### src/rtl/m1_fill.sv
// ============================================================================
// Module   : m1_fill
// Brief    : Packs N-bit values into Tn-lane lines and writes them circularly
//            into the m1 line buffer, tracking line occupancy.
// Revision : 1.0
// ============================================================================
`default_nettype none

module m1_fill #(
    parameter int N         = 16,
    parameter int Tn        = 16,
    parameter int NXTN      = N * Tn,
    parameter int ADDR      = 6,
    parameter int NUM_WORDS = 64
) (
    input  logic              clk,
    input  logic              rst,
    input  logic [N-1:0]      i_data,
    input  logic              i_valid,
    output logic              o_ready,
    input  logic              i_flush,
    input  logic              i_release,
    output logic              o_wen,
    output logic [ADDR-1:0]   o_addr,
    output logic [NXTN-1:0]   o_data,
    output logic [ADDR:0]     o_count,
    output logic              o_full,
    output logic              o_empty
);

    localparam int LANE_W = (Tn > 1) ? $clog2(Tn) : 1;

    typedef enum logic [0:0] {
        FILL  = 1'b0,
        WRITE = 1'b1
    } state_t;

    state_t            state;
    state_t            state_nx;
    logic [LANE_W-1:0] lane;
    logic [LANE_W-1:0] lane_nx;
    logic [ADDR-1:0]   wr_ptr;
    logic              accept;
    logic              line_done;
    logic              flush_go;
    logic              to_write;
    logic              cnt_inc;
    logic              cnt_dec;

    assign o_full  = (o_count == (ADDR+1)'(NUM_WORDS));
    assign o_empty = (o_count == '0);
    assign o_ready = (state == FILL) && !o_full;
    assign o_addr  = wr_ptr;

    always_comb begin
        accept    = i_valid && o_ready;
        line_done = accept && (lane == LANE_W'(Tn - 1));
        // A same-cycle accept counts as content, so flush at lane 0 still writes.
        flush_go  = (state == FILL) && i_flush && !o_full && ((lane != '0) || accept);
        to_write  = line_done || flush_go;
        cnt_inc   = (state == WRITE);
        cnt_dec   = i_release && (o_count != '0);

        state_nx = state;
        lane_nx  = lane;
        case (state)
            FILL: begin
                if (to_write) begin
                    state_nx = WRITE;
                    lane_nx  = '0;
                end else if (accept) begin
                    lane_nx  = lane + LANE_W'(1);
                end
            end
            WRITE: begin
                state_nx = FILL;
            end
            default: begin
                state_nx = FILL;
                lane_nx  = '0;
            end
        endcase
    end

    always_ff @(posedge clk or posedge rst) begin
        if (rst) begin
            state <= FILL;
            lane  <= '0;
        end else begin
            state <= state_nx;
            lane  <= lane_nx;
        end
    end

    // The line register clears on WRITE exit so flushed lines are zero-padded.
    always_ff @(posedge clk or posedge rst) begin
        if (rst) begin
            o_data <= '0;
        end else if (state == WRITE) begin
            o_data <= '0;
        end else if (accept) begin
            o_data[int'(lane)*N +: N] <= i_data;
        end
    end

    always_ff @(posedge clk or posedge rst) begin
        if (rst) begin
            o_wen  <= 1'b1;
            wr_ptr <= '0;
        end else begin
            o_wen <= !to_write;
            if (state == WRITE) begin
                wr_ptr <= wr_ptr + ADDR'(1);
            end
        end
    end

    always_ff @(posedge clk or posedge rst) begin
        if (rst) begin
            o_count <= '0;
        end else begin
            case ({cnt_inc, cnt_dec})
                2'b10:   o_count <= o_count + (ADDR+1)'(1);
                2'b01:   o_count <= o_count - (ADDR+1)'(1);
                default: o_count <= o_count;
            endcase
        end
    end

endmodule

`default_nettype wire
### config.mk
export PLATFORM = sky130hd
export DESIGN_NAME = m1_fill
export DESIGN_NICKNAME = d
export VERILOG_FILES = /design/src/rtl/m1_fill.sv
export SDC_FILE = /design/constraint.sdc
export NUM_CORES = 1
export LEC_CHECK = 0
export CORE_MARGIN = 8
export CORE_UTILIZATION = 53
export DETAILED_ROUTE_END_ITERATION = 12
export PLACE_DENSITY_LB_ADDON = 0.3
export SKIP_LAST_GASP = 1
export SYNTH_ARGS = -nofsm -noshare
export SYNTH_HDL_FRONTEND = slang
export SYNTH_SLANG_ARGS = --single-unit
### constraint.sdc
create_clock -name clk -period 16.9 [get_ports clk]
set_input_delay 2.535 -clock clk [delete_from_list [all_inputs] [get_ports clk]]
set_output_delay 2.535 -clock clk [all_outputs]
set_load 0.1 [all_outputs]
==> key figures, run 1 <==
Floorplan
  • Core area: approximately 21000 um2
  • Row Count: 53
  • Die height: ~160 um
  • I/O pins: slightly below 300
  • Starting density of the core: roughly 54%
  • Die area: ~26000 um2
  • Die X: 161.5 um

Cells and area
  • N_diodes: 0
  • Fillers: 1458
  • Final instance area: 15220 um2
  • Layout Utilization: about 73%
  • Layout cells sized above 1: under 10%
  • P&R area growth vs syn: 35.66%
  • Multi-input logic area: approximately 4000 um2
  • Sequential cell area: 6883 um2
  • Nets@finish: approximately 1200

STA
  • Worst-Margin Slew: roughly 1200 ps
  • Total negative slack: 0 ps
  • RSZ-0062 raised after global routing: false
  • Worst setup slack after layout: ~11000 ps
  • Final hold vios: 0
  • Max Freq: 0.1825 GHz
  • Rel. slew slack: between 20% and 30%
  • Fin. max-slew vios: 0
  • Hold WS: between 400 and 500 ps
  • Layout Skew: 10.71 ps
  • Crit path time final: ~5500 ps
  • Final Cycle Share: between 30% and 40%
  • # setup viols final: 0

Yosys
  • Synth top area cells: dfrtp_1 (61%), a22o_1 (11%), mux2i_1 (10%)
  • Cell taking the most area after synthesis: dfrtp_1
  • Post-synth cell types: 56
  • EDFF count, synth: 0
  • Post-synth ARST share: 100.0%
  • Post-synth net total: about 900
  • Syn Std Cell Area: between 10000 and 15000 um2
  • Avg Inst Size Synth: around 13 um2
  • Post-synthesis sequential area ratio: roughly three fifths
  • Post-synthesis compound-gate area fraction: between 10% and 20%
  • Post-synthesis adder-cell area fraction: 1.294%
  • Area share of and/or/nand/nor cells after synthesis: under 10%
  • Yosys Warn Count: 0
  • Main combinational cell family by area after synthesis: compound AO/OA/AOI/OAI gates
  • Synth top cells by count: dfrtp_1 (274), a22o_1 (144), nand2_1 (137), mux2i_1 (113), clkbuf_1 (41)
  • Post-synth top flop: dfrtp_1
  • Count leader, synth: dfrtp_1
  • Mapped Cells: between 800 and 900
  • XOR/XNOR Fraction of Synth Area: less than 1%
  • Synth top area share: 61.12%
  • Synthesized flop and latch total: 275
  • Multiplexer share of the synthesized area: 10.18%

Clock network
  • Hold_buf cts: 0
  • CTS Root Cell: clkbuf_16
  • Clk Latency, worst-skew pair: 540 ps
  • Post-cts resize count: 0
  • Maximum buffer depth of the clock tree: 3
  • Clk sinks: 275
  • CTS tree: done
  • Clock-pin slew on the worst setup and hold paths: around 60 ps
  • Post-CTS setup repair buffer count: 0
  • Num CTS Buffers: 28
  • H-tree levels: 1

GRT
  • GRT Overall Usage: a little over a quarter
  • Vias in the first global route: ~8900
  • Initial antenna violation count: 0
  • Pin count of the biggest net entering global routing: ~130
  • GRT overflow: 0
  • Global-route wire length before repair: ~54000 um

Run status
  • Status: finished, final reports clean

Place
  • Port bufs: between 200 and 300
  • Setup WS pre-CTS: around 11000 ps
  • Routability-driven placement congestion ratio: slightly above 0.8
  • Detailed placer's ending HPWL: ~24000 um
  • DP Area: 14330 um2

Critical path
  • Worst Path Max Fanout: 6
  • Startpoint type of the worst setup path: register
  • CP Capture Type: output port
  • Critical Path RT: approximately 14000 ps
  • WS Path Type: register to output port
  • Arrival @ worst endpoint: between 2000 and 3000 ps

Route
  • DRC: 0
  • Vias: between 8000 and 9000
  • Routed Antenna Nets: 0
  • Starting DRT DRC Count: just over 600
  • Wire per inst: approximately 24 um
  • DR pass1 iterations: 5
  • Via density: around 6
  • Routed WL: approximately 35000 um

Power
  • Sequential share of power: roughly 33%
  • Net Switching: ~0.0011 W
  • Sw Ratio: between 40% and 50%
  • Peak supply drop: approximately 0.13 mV
  • Static power due to leakage: just over 7 nW
  • Internal power: about 0.0013 W
  • Clk pwr share: about 25%
  • Power Density: 156.9 nW/um2
  • Logic gate share of total power: around two fifths

Flow run
  • Max-cap viol count: 0

Hold path
  • Hold Path Class: register to register
## area by class of cell
class | count | share of cell area, %
Clock buffer | 43 | 5.706
Clock inverter | 4 | 0.1562
Inverter | 12 | 0.3535
Multi-Input combinational cell | 536 | 26.33
Sequential cell | 275 | 45.23
Tap cell | 275 | 2.261
Timing Repair Buffer | 307 | 19.96
## sequential cells by signal (all words and copies together) (netlist names)
register / flops
lane: 4
o_addr: 6
o_wen: 1
o_data: 256
o_count: 7
cnt_inc: 1
## metrics by stage
step,cells,total power (W)
floorplan,889,0.001547
detailed placement,1405,0.001797
finish,1452,0.002387
global route,1452,0.002473
CTS,1452,0.002397
global placement,1405,0.001784
## kinds of logic after synthesis
kind of cell / after synthesis
mux: 114
flops: 275
compound gates: 188
simple gates: 212
fa+ha+maj: 11
buf+inv: 78
xor+xnor: 11
## cells in the final DEF, fill, tap and decap left out, types with 2 or more instances in the layout
cell             instances
a21o_1                   3
nor3b_1                  4
clkdlybuf4s50_1        293
dfrtp_1                274
nor3_1                   5
nand2_1                137
a31o_2                   2
o21a_1                   2
nand3_1                 17
ha_1                    10
xor2_1                   5
nand3_2                  3
clkbuf_1                 5
nor2_1                  12
inv_1                   10
nor2b_1                  5
nand2b_1                 3
nor3_2                   5
or3_1                    2
nor4_1                   3
or3b_2                   2
a21oi_1                  6
nand4_1                  3
a31oi_2                  4
and3_1                   3
clkbuf_16               29
o21ai_0                  6
buf_4                   14
a22o_1                 144
xnor2_1                  6
mux2i_1                113
a31oi_1                  7
clkbuf_8                 9
o31a_1                   2
clkinv_2                 4
## critical path, stage by stage (launching register included)
cell             delay (ps)
dfrtp_1                 430
nor4_4                  470
and3_1                  330
clkdlybuf4s50_1        1170
## routing by layer
layer  vias to the layer above  global-route usage, %  wire length [um]
met5                         -                      0                 0
met4                         0                  8.796              1018
met3                        58                  7.508              3386
met2                       444                  41.92             17010
met1                      4410                  34.05             13850
li1                       3735                      -                 -
## path summary, 6_finish.rpt
path                       startpoint         end  slack [ps]  depth (start not counted)
max reg2reg                o_count[3]  o_count[5]       13960                         10
max in group asynchronous         rst  o_data[57]       11920                          4
min in group asynchronous         rst   o_addr[1]        2540                          2
min                         o_addr[5]   o_addr[5]         470                          1
min reg2reg                 o_addr[5]   o_addr[5]         470                          1
max                        o_count[3]      o_full       11420                          3
## power groups by stage
stage | Combinational [W] | Sequential, W | Clock, W
after floorplan | 0.000313 | 0.00123 | 0
after global placement | 0.000988 | 0.000797 | 0
after detailed placement | 0.00100 | 0.000798 | 0
after CTS | 0.00100 | 0.000789 | 0.000606
after global routing | 0.00104 | 0.000798 | 0.000631
final | 0.00100 | 0.000789 | 0.000598
Note: power is estimated with default switching activity, not from simulation.
==> run 2, diff against run 1 <==
--- a/config.mk
+++ b/config.mk
@@ -6,7 +6,7 @@
 export NUM_CORES = 1
 export LEC_CHECK = 0
 export CORE_MARGIN = 8
-export CORE_UTILIZATION = 53
+export CORE_UTILIZATION = 44
 export DETAILED_ROUTE_END_ITERATION = 12
 export PLACE_DENSITY_LB_ADDON = 0.3
 export SKIP_LAST_GASP = 1
==> constraint.sdc (replaced) <==
create_clock -name clk -period 4.5 [get_ports clk]
set_input_delay 0.675 -clock clk [delete_from_list [all_inputs] [get_ports clk]]
set_output_delay 0.675 -clock clk [all_outputs]
set_load 0.1 [all_outputs]
==> run 2 against run 1 <==
Effect of this change: sequential share of layout area is 0.45 points lower; critical path depth stayed put; non-clock buffer count is 1 higher; combinational power grew to 3.8 times the previous value; setup slack worse by 11000 ps; clock skew hardly changed; routed wire length is 2.2% higher; count of clock-buffer cells in the layout is 2 lower; power grew to 3.8 times the previous value; global-route usage is 3.5 points lower; final cell count is 4.1% higher.
==> key figures, run 2 (synthesis gave the netlist of run 1 again) <==
Run status
  • Status: finished, final reports clean

Clock network
  • Clk Latency, worst-skew pair: 540 ps (about the same)
  • H-tree levels: 1 (unchanged)
  • Num CTS Buffers: 29 (+3.6%)
  • CTS tree: done
  • Clock-pin slew on the worst setup and hold paths: 60 ps (about the same)
  • CTS Root Cell: clkbuf_16
  • Post-CTS setup repair buffer count: 0 (unchanged)
  • Maximum buffer depth of the clock tree: 3 (unchanged)
  • Clk sinks: 275 (unchanged)
  • Hold_buf cts: 0 (unchanged)
  • Post-cts resize count: 0 (unchanged)

Route
  • DRC: 0 (unchanged)
  • Routed Antenna Nets: 0 (unchanged)
  • Met2 WL post-DR: 17010 um (about the same)
  • M1 WL: 15350 um (+11%)
  • Wire per inst: 23.85 um (-1.8%)
  • Vias: 8506 (-1.6%)
  • Starting DRT DRC Count: 792 (+30%)
  • Routed WL: 36060 um (+2.2%)
  • Met3 WL post-DR: 2796 um (-17%)
  • DR pass1 iterations: 5 (unchanged)
  • Via density: 5.626 (-5.5%)
  • DR top layer: met4

Cells and area
  • Layout cells sized above 1: 7.451% (+0.31 points)
  • Fillers: 2048 (+40%)
  • Final std cells w/o fill: 1512 (+4.1%)
  • Most frequent cells in the layout: clkdlybuf4s50_1 (293), dfrtp_1 (274), a22o_1 (144)
  • Max reg flops: 256 (unchanged)
  • Nets@finish: 1194 (+0.17%)
  • P&R area growth vs syn: 37.03%
  • Largest Register: o_data
  • Commonest non-fill, non-tap cell in the layout: clkdlybuf4s50_1

Place
  • Routability-driven placement congestion ratio: 0.7988 (-0.98%)
  • Port bufs: 293 (unchanged)
  • Setup WS pre-CTS: 1442 ps (-9792 ps)
  • Detailed placer's ending HPWL: 24440 um (+3.6%)
  • Cells after DPL: 1461 (+4.0%)

Critical path
  • Worst r2r path cells: 7 (-3)
  • Worst Path Max Fanout: 6 (unchanged)
  • Crit-path slowest cell: clkdlybuf4s50_1
  • Sum of buffers and inverters on the critical path: 1 (unchanged)
  • Startpoint type of the worst setup path: register
  • Worst reg2reg startpoint: cnt_inc
  • Cell Chain, Critical Path: nor4_4, and3_1, clkdlybuf4s50_1
  • CP max stage delay: 1190 ps (+20 ps)
  • Critical Path RT: 3830 ps (-10540 ps)
  • Reg2reg end: o_count[5]
  • Arrival @ worst endpoint: 2950 ps (about the same)
  • WS Path Type: register to output port
  • CP top delay family: buffers and inverters
  • CP Capture Type: output port
  • R2r setup slk: 1420 ps (-12540 ps)

STA
  • Crit path time final: ~3600 ps
  • Max Freq: between 0.2 and 0.3 GHz
  • Final hold vios: 0 (unchanged)
  • Fin. max-slew vios: 0 (unchanged)
  • # setup viols final: 0 (unchanged)
  • Final Cycle Share: 80.47%
  • Layout Skew: 10.78 ps (+0.06280 ps)
  • Worst setup slack after layout: 879.0 ps (-10540 ps)
  • Rel. slew slack: 23.83% (+1.1 points)
  • RSZ-0062 raised after global routing: false
  • Worst-Margin Slew: 1136 ps (-16.46 ps)
  • Total negative slack: 0 ps (unchanged)

Hold path
  • Hold path cells: 1 (unchanged)
  • Hold Path Class: register to register
  • Hold Path Origin: o_addr[5]
  • Hold Crit Endpoint: o_addr[5]

Power
  • Peak supply drop: 0.2909 mV (+120%)
  • Overall Power: 0.009081 W (+280%)
  • Power Density: 590.7 nW/um2 (+280%)
  • Static power due to leakage: 7.170 nW (+0.30%)

Floorplan
  • Row Count: 58 (+9.4%)
  • I/O pins: 294 (unchanged)
  • Die X: 175.7 um (+8.8%)
  • Starting density of the core: 44.68% (-9.0 points)
  • Die height: 175.7 um (+8.8%)
  • Core area: 25110 um2 (+20%)
  • Die area: 30860 um2 (+18%)

GRT
  • GRT Overall Usage: 22.79% (-3.5 points)
  • Pin count of the biggest net entering global routing: 118 (-6.3%)
  • Global-route wire length before repair: 55050 um (+2.6%)
  • Vias in the first global route: 8731 (-1.8%)
  • Initial antenna violation count: 1 (+1)
  • GRT overflow: 0 (unchanged)

Flow run
  • Max-cap viol count: 0 (unchanged)
-- run 2: cell types whose count changed in the layout (fill, tap and decap cells not counted), sizes merged --
cell | before | now
bufinv | 0 | 2
diode | 0 | 1
buf | 14 | 15
clkinvlp | 0 | 2
clkbuf | 43 | 41
inv | 11 | 12
-- run 2: routing by layer --
| layer | vias up | track usage (%) |
|---|---|---|
| met1 | 4385 | 30.44 |
| met2 | 332 | 36.36 |
| met5 | - | 0 |
| li1 | 3732 | - |
| met4 | 0 | 6.005 |
| met3 | 57 | 5.970 |
-- run 2: worst max-delay path by stage --
stage | cells after the start | startpoint | to | slack [ps]
after CTS | 3 | o_count[3] | o_full | 860
after detailed placement | 3 | o_count[3] | o_full | 1440
final | 3 | o_count[3] | o_full | 880
after floorplan | 10 | o_count[3] | o_count[5] | 120
after global placement | 3 | o_count[3] | o_full | 1470
after global routing | 3 | o_count[3] | o_full | 750
-- run 2: metrics by stage --
stage               hold slack [ps]  instance area [um2]  util (%)
finish                        463.0                15370     61.22
global route                  509.6                15370     61.22
CTS                           468.2                15370     61.21
detailed placement            456.0                14440     57.51
global placement              462.0                14440     57.51
floorplan                     579.7                11220         -
-- run 2: area by class of cell --
type,count,area (um2),share of cell area (%)
sequential,275,6883,44.77
multi-input combinational,536,4025,26.18
timing repair buffer,308,3070,19.97
clock buffer,41,820.8,5.339
tap,330,412.9,2.686
clock inverter,9,107.6,0.7000
inverter,12,50.05,0.3256
antenna,1,2.502,0.01628
-- run 2: power by group --
group | internal [W] | switching, W | leakage (nW)
Clock | 0.00138 | 0.000971 | 0.456
Sequential | 0.00272 | 0.000238 | 3.81
Combinational | 0.000884 | 0.00288 | 2.91
Total | 0.00499 | 0.00409 | 7.17
==> run 3, diff against run 2 <==
==> constraint.sdc (replaced) <==
create_clock -name clk -period 3 [get_ports clk]
set_input_delay 0.45 -clock clk [delete_from_list [all_inputs] [get_ports clk]]
set_output_delay 0.45 -clock clk [all_outputs]
set_load 0.1 [all_outputs]
==> run 3 against run 2 <==
Effect of this change: critical endpoint is now o_count[5]; non-clock buffer count grew 46; combinational power up 50%; sequential cell count stayed put; sequential share of layout area rose by 0.63 points; die area did not move; routed wire length is 1.2% higher; core utilization is 0.85 points lower; final cell count grew 3.1%.
==> key figures, run 3 (synthesis gave the netlist of run 1 again) <==
Floorplan
  • Row Count: 58 (unchanged)
  • I/O pins: 294 (unchanged)
  • Starting density of the core: 44.68% (unchanged)
  • Die area: 30860 um2 (unchanged)
  • Core area: 25110 um2 (unchanged)
  • Die X: 175.7 um (unchanged)
  • Die height: 175.7 um (unchanged)

Clock network
  • CTS Root Cell: clkbuf_16
  • Hold_buf cts: 0 (unchanged)
  • Clock-pin slew on the worst setup and hold paths: 60 ps (about the same)
  • H-tree levels: 1 (unchanged)
  • Clk Latency, worst-skew pair: 550 ps (about the same)
  • Maximum buffer depth of the clock tree: 3 (unchanged)
  • Num CTS Buffers: 28 (-3.4%)
  • CTS tree: done
  • Clk sinks: 275 (unchanged)

Critical path
  • Worst reg2reg startpoint: o_count[3]
  • Critical Path RT: 3480 ps (-350 ps)
  • CP Capture Type: register
  • Crit-path slowest cell: dfrtp_1
  • Reg2reg end: o_count[5]
  • WS Path Type: register to register
  • Arrival @ worst endpoint: 3230 ps (+280 ps)
  • Most frequent CP cell: ha_1
  • Worst Path Max Fanout: 10 (+4)
  • R2r setup slk: 240 ps (-1180 ps)
  • Cell Chain, Critical Path: nor4_4, nand2_1, nor2_4, nor2b_1, ha_1, ha_1, a21o_1, a31o_2, a2111oi_0, nand3b_1
  • Startpoint type of the worst setup path: register
  • Worst r2r path cells: 10 (+3)
  • CP max stage delay: 440 ps (-750 ps)

Cells and area
  • Largest Register: o_data
  • Final std cells w/o fill: 1559 (+3.1%)
  • Nets@finish: 1239 (+3.8%)
  • Layout Utilization: 60.37% (-0.85 points)
  • Layout cells sized above 1: 33.93% (+26 points)
  • Max reg flops: 256 (unchanged)
  • Most frequent cells in the layout: buf_4 (329), dfrtp_1 (274), a22o_1 (144)
  • Commonest non-fill, non-tap cell in the layout: buf_4
  • N_diodes: 0 (-1)
  • P&R area growth vs syn: 35.13%

GRT
  • Met2 usage: 37.71% (+1.4 points)
  • Met3 Use GR: 5.175% (-0.79 points)
  • Initial antenna violation count: 0 (-1)
  • Global-route wire length before repair: 55570 um (+0.94%)
  • GRT Max-Usage Layer: met2
  • GRT overflow: 0 (unchanged)
  • Vias in the first global route: 8883 (+1.7%)
  • GRT Overall Usage: 23.03% (+0.24 points)
  • Pin count of the biggest net entering global routing: 113 (-4.2%)
  • Met1 track demand over resource: 30.49% (+0.052 points)

Place
  • Port bufs: 293 (unchanged)
  • Setup WS pre-CTS: 148.1 ps (-1294 ps)
  • Routability-driven placement congestion ratio: 0.8554 (+7.1%)
  • Detailed placer's ending HPWL: 25870 um (+5.8%)
  • Cells after DPL: 1507 (+3.1%)

STA
  • Crit path time final: roughly 2800 ps
  • Layout Skew: 25.48 ps (+14.71 ps)
  • RSZ-0062 raised after global routing: false
  • # setup viols final: 0 (unchanged)
  • Final Cycle Share: 91.85%
  • Hold WS: 346.1 ps (-117.0 ps)
  • Rel. slew slack: 22.90% (-0.93 points)
  • Max Freq: 0.3629 GHz
  • Final hold vios: 0 (unchanged)
  • Fin. max-slew vios: 0 (unchanged)
  • Total negative slack: 0 ps (unchanged)
  • Worst-Margin Slew: 1150 ps (+13.89 ps)
  • Worst setup slack after layout: 244.6 ps (-634.4 ps)

Route
  • DR pass1 iterations: 5 (unchanged)
  • Starting DRT DRC Count: 720 (-9.1%)
  • Via density: 5.523 (-1.8%)
  • Wire per inst: 23.40 um (-1.9%)
  • DRC: 0 (unchanged)
  • Routed Antenna Nets: 0 (unchanged)
  • Routed WL: 36480 um (+1.2%)
  • Vias: 8611 (+1.2%)

Flow run
  • Max-cap viol count: 0 (unchanged)

Power
  • Peak supply drop: 0.5757 mV (+98%)
  • Static power due to leakage: 7.993 nW (+11%)
  • Power Density: 912.7 nW/um2 (+55%)

Run status
  • Status: finished, final reports clean

Hold path
  • Hold Path Class: input pin to async pin
[run 3: cell types whose count changed in the layout (fill, tap and decap cells not counted), moves of 3 or more]
cell             change
clkbuf_1             -4
buf_4              +316
nor2_1               -3
clkbuf_8             +5
clkdlybuf4s50_1    -273
buf_12               +3
[run 3: metal layers]
metal  up-vias  share of wire, %
li1       3837                 -
met1      4375                42
met2       339                48
met3        60               7.5
met4         0               2.2
met5         -                 0
[run 3: layout make-up]
cell class / instances / area [um2]
fill: 2062 / 9950
sequential: 275 / 6883
multi-input combinational: 536 / 4044
timing repair buffer: 354 / 2770
clock buffer: 41 / 849.6
tap: 330 / 412.9
clock inverter: 11 / 150.1
inverter: 12 / 50.05
[run 3: where the power goes]
group          internal [W]  switching (W)
logic               0.00129        0.00439
clock network       0.00222        0.00148
registers           0.00409       0.000373
[run 3: worst max path at each step]
stage,startpoint,endpoint,slack [ps],cells after the start
final,o_count[3],o_count[5],240,10
after global routing,o_count[3],o_count[5],9,10
after CTS,o_count[1],o_count[5],150,10
after detailed placement,o_count[0],o_count[5],150,10
after global placement,o_count[0],o_count[5],260,10
after floorplan,rst,cnt_inc,-1090,1
[run 3: timing repair]
| item | 4_1_cts | 5_1_grt |
|---|---|---|
| resized for setup | 0 | 1 |
| endpoints found under the setup margin | 0 | 1 |
| buffers inserted | 0 | 0 |
[run 3: critical path, delay by kind of cell (launching register included)]
kind,cells,cell delay [ps]
AOI/OAI and AO/OA,3,780
and+or+nand+nor,5,760
adders and majority gates,2,710
DFF,1,440
[run 3: stage by stage]
stage / total power (W) / cell area (um2)
after floorplan: 0.008727 / 11240
after global placement: 0.01013 / 14160
after detailed placement: 0.01019 / 14160
after CTS: 0.01390 / 15160
after global routing: 0.01435 / 15160
final: 0.01384 / 15160
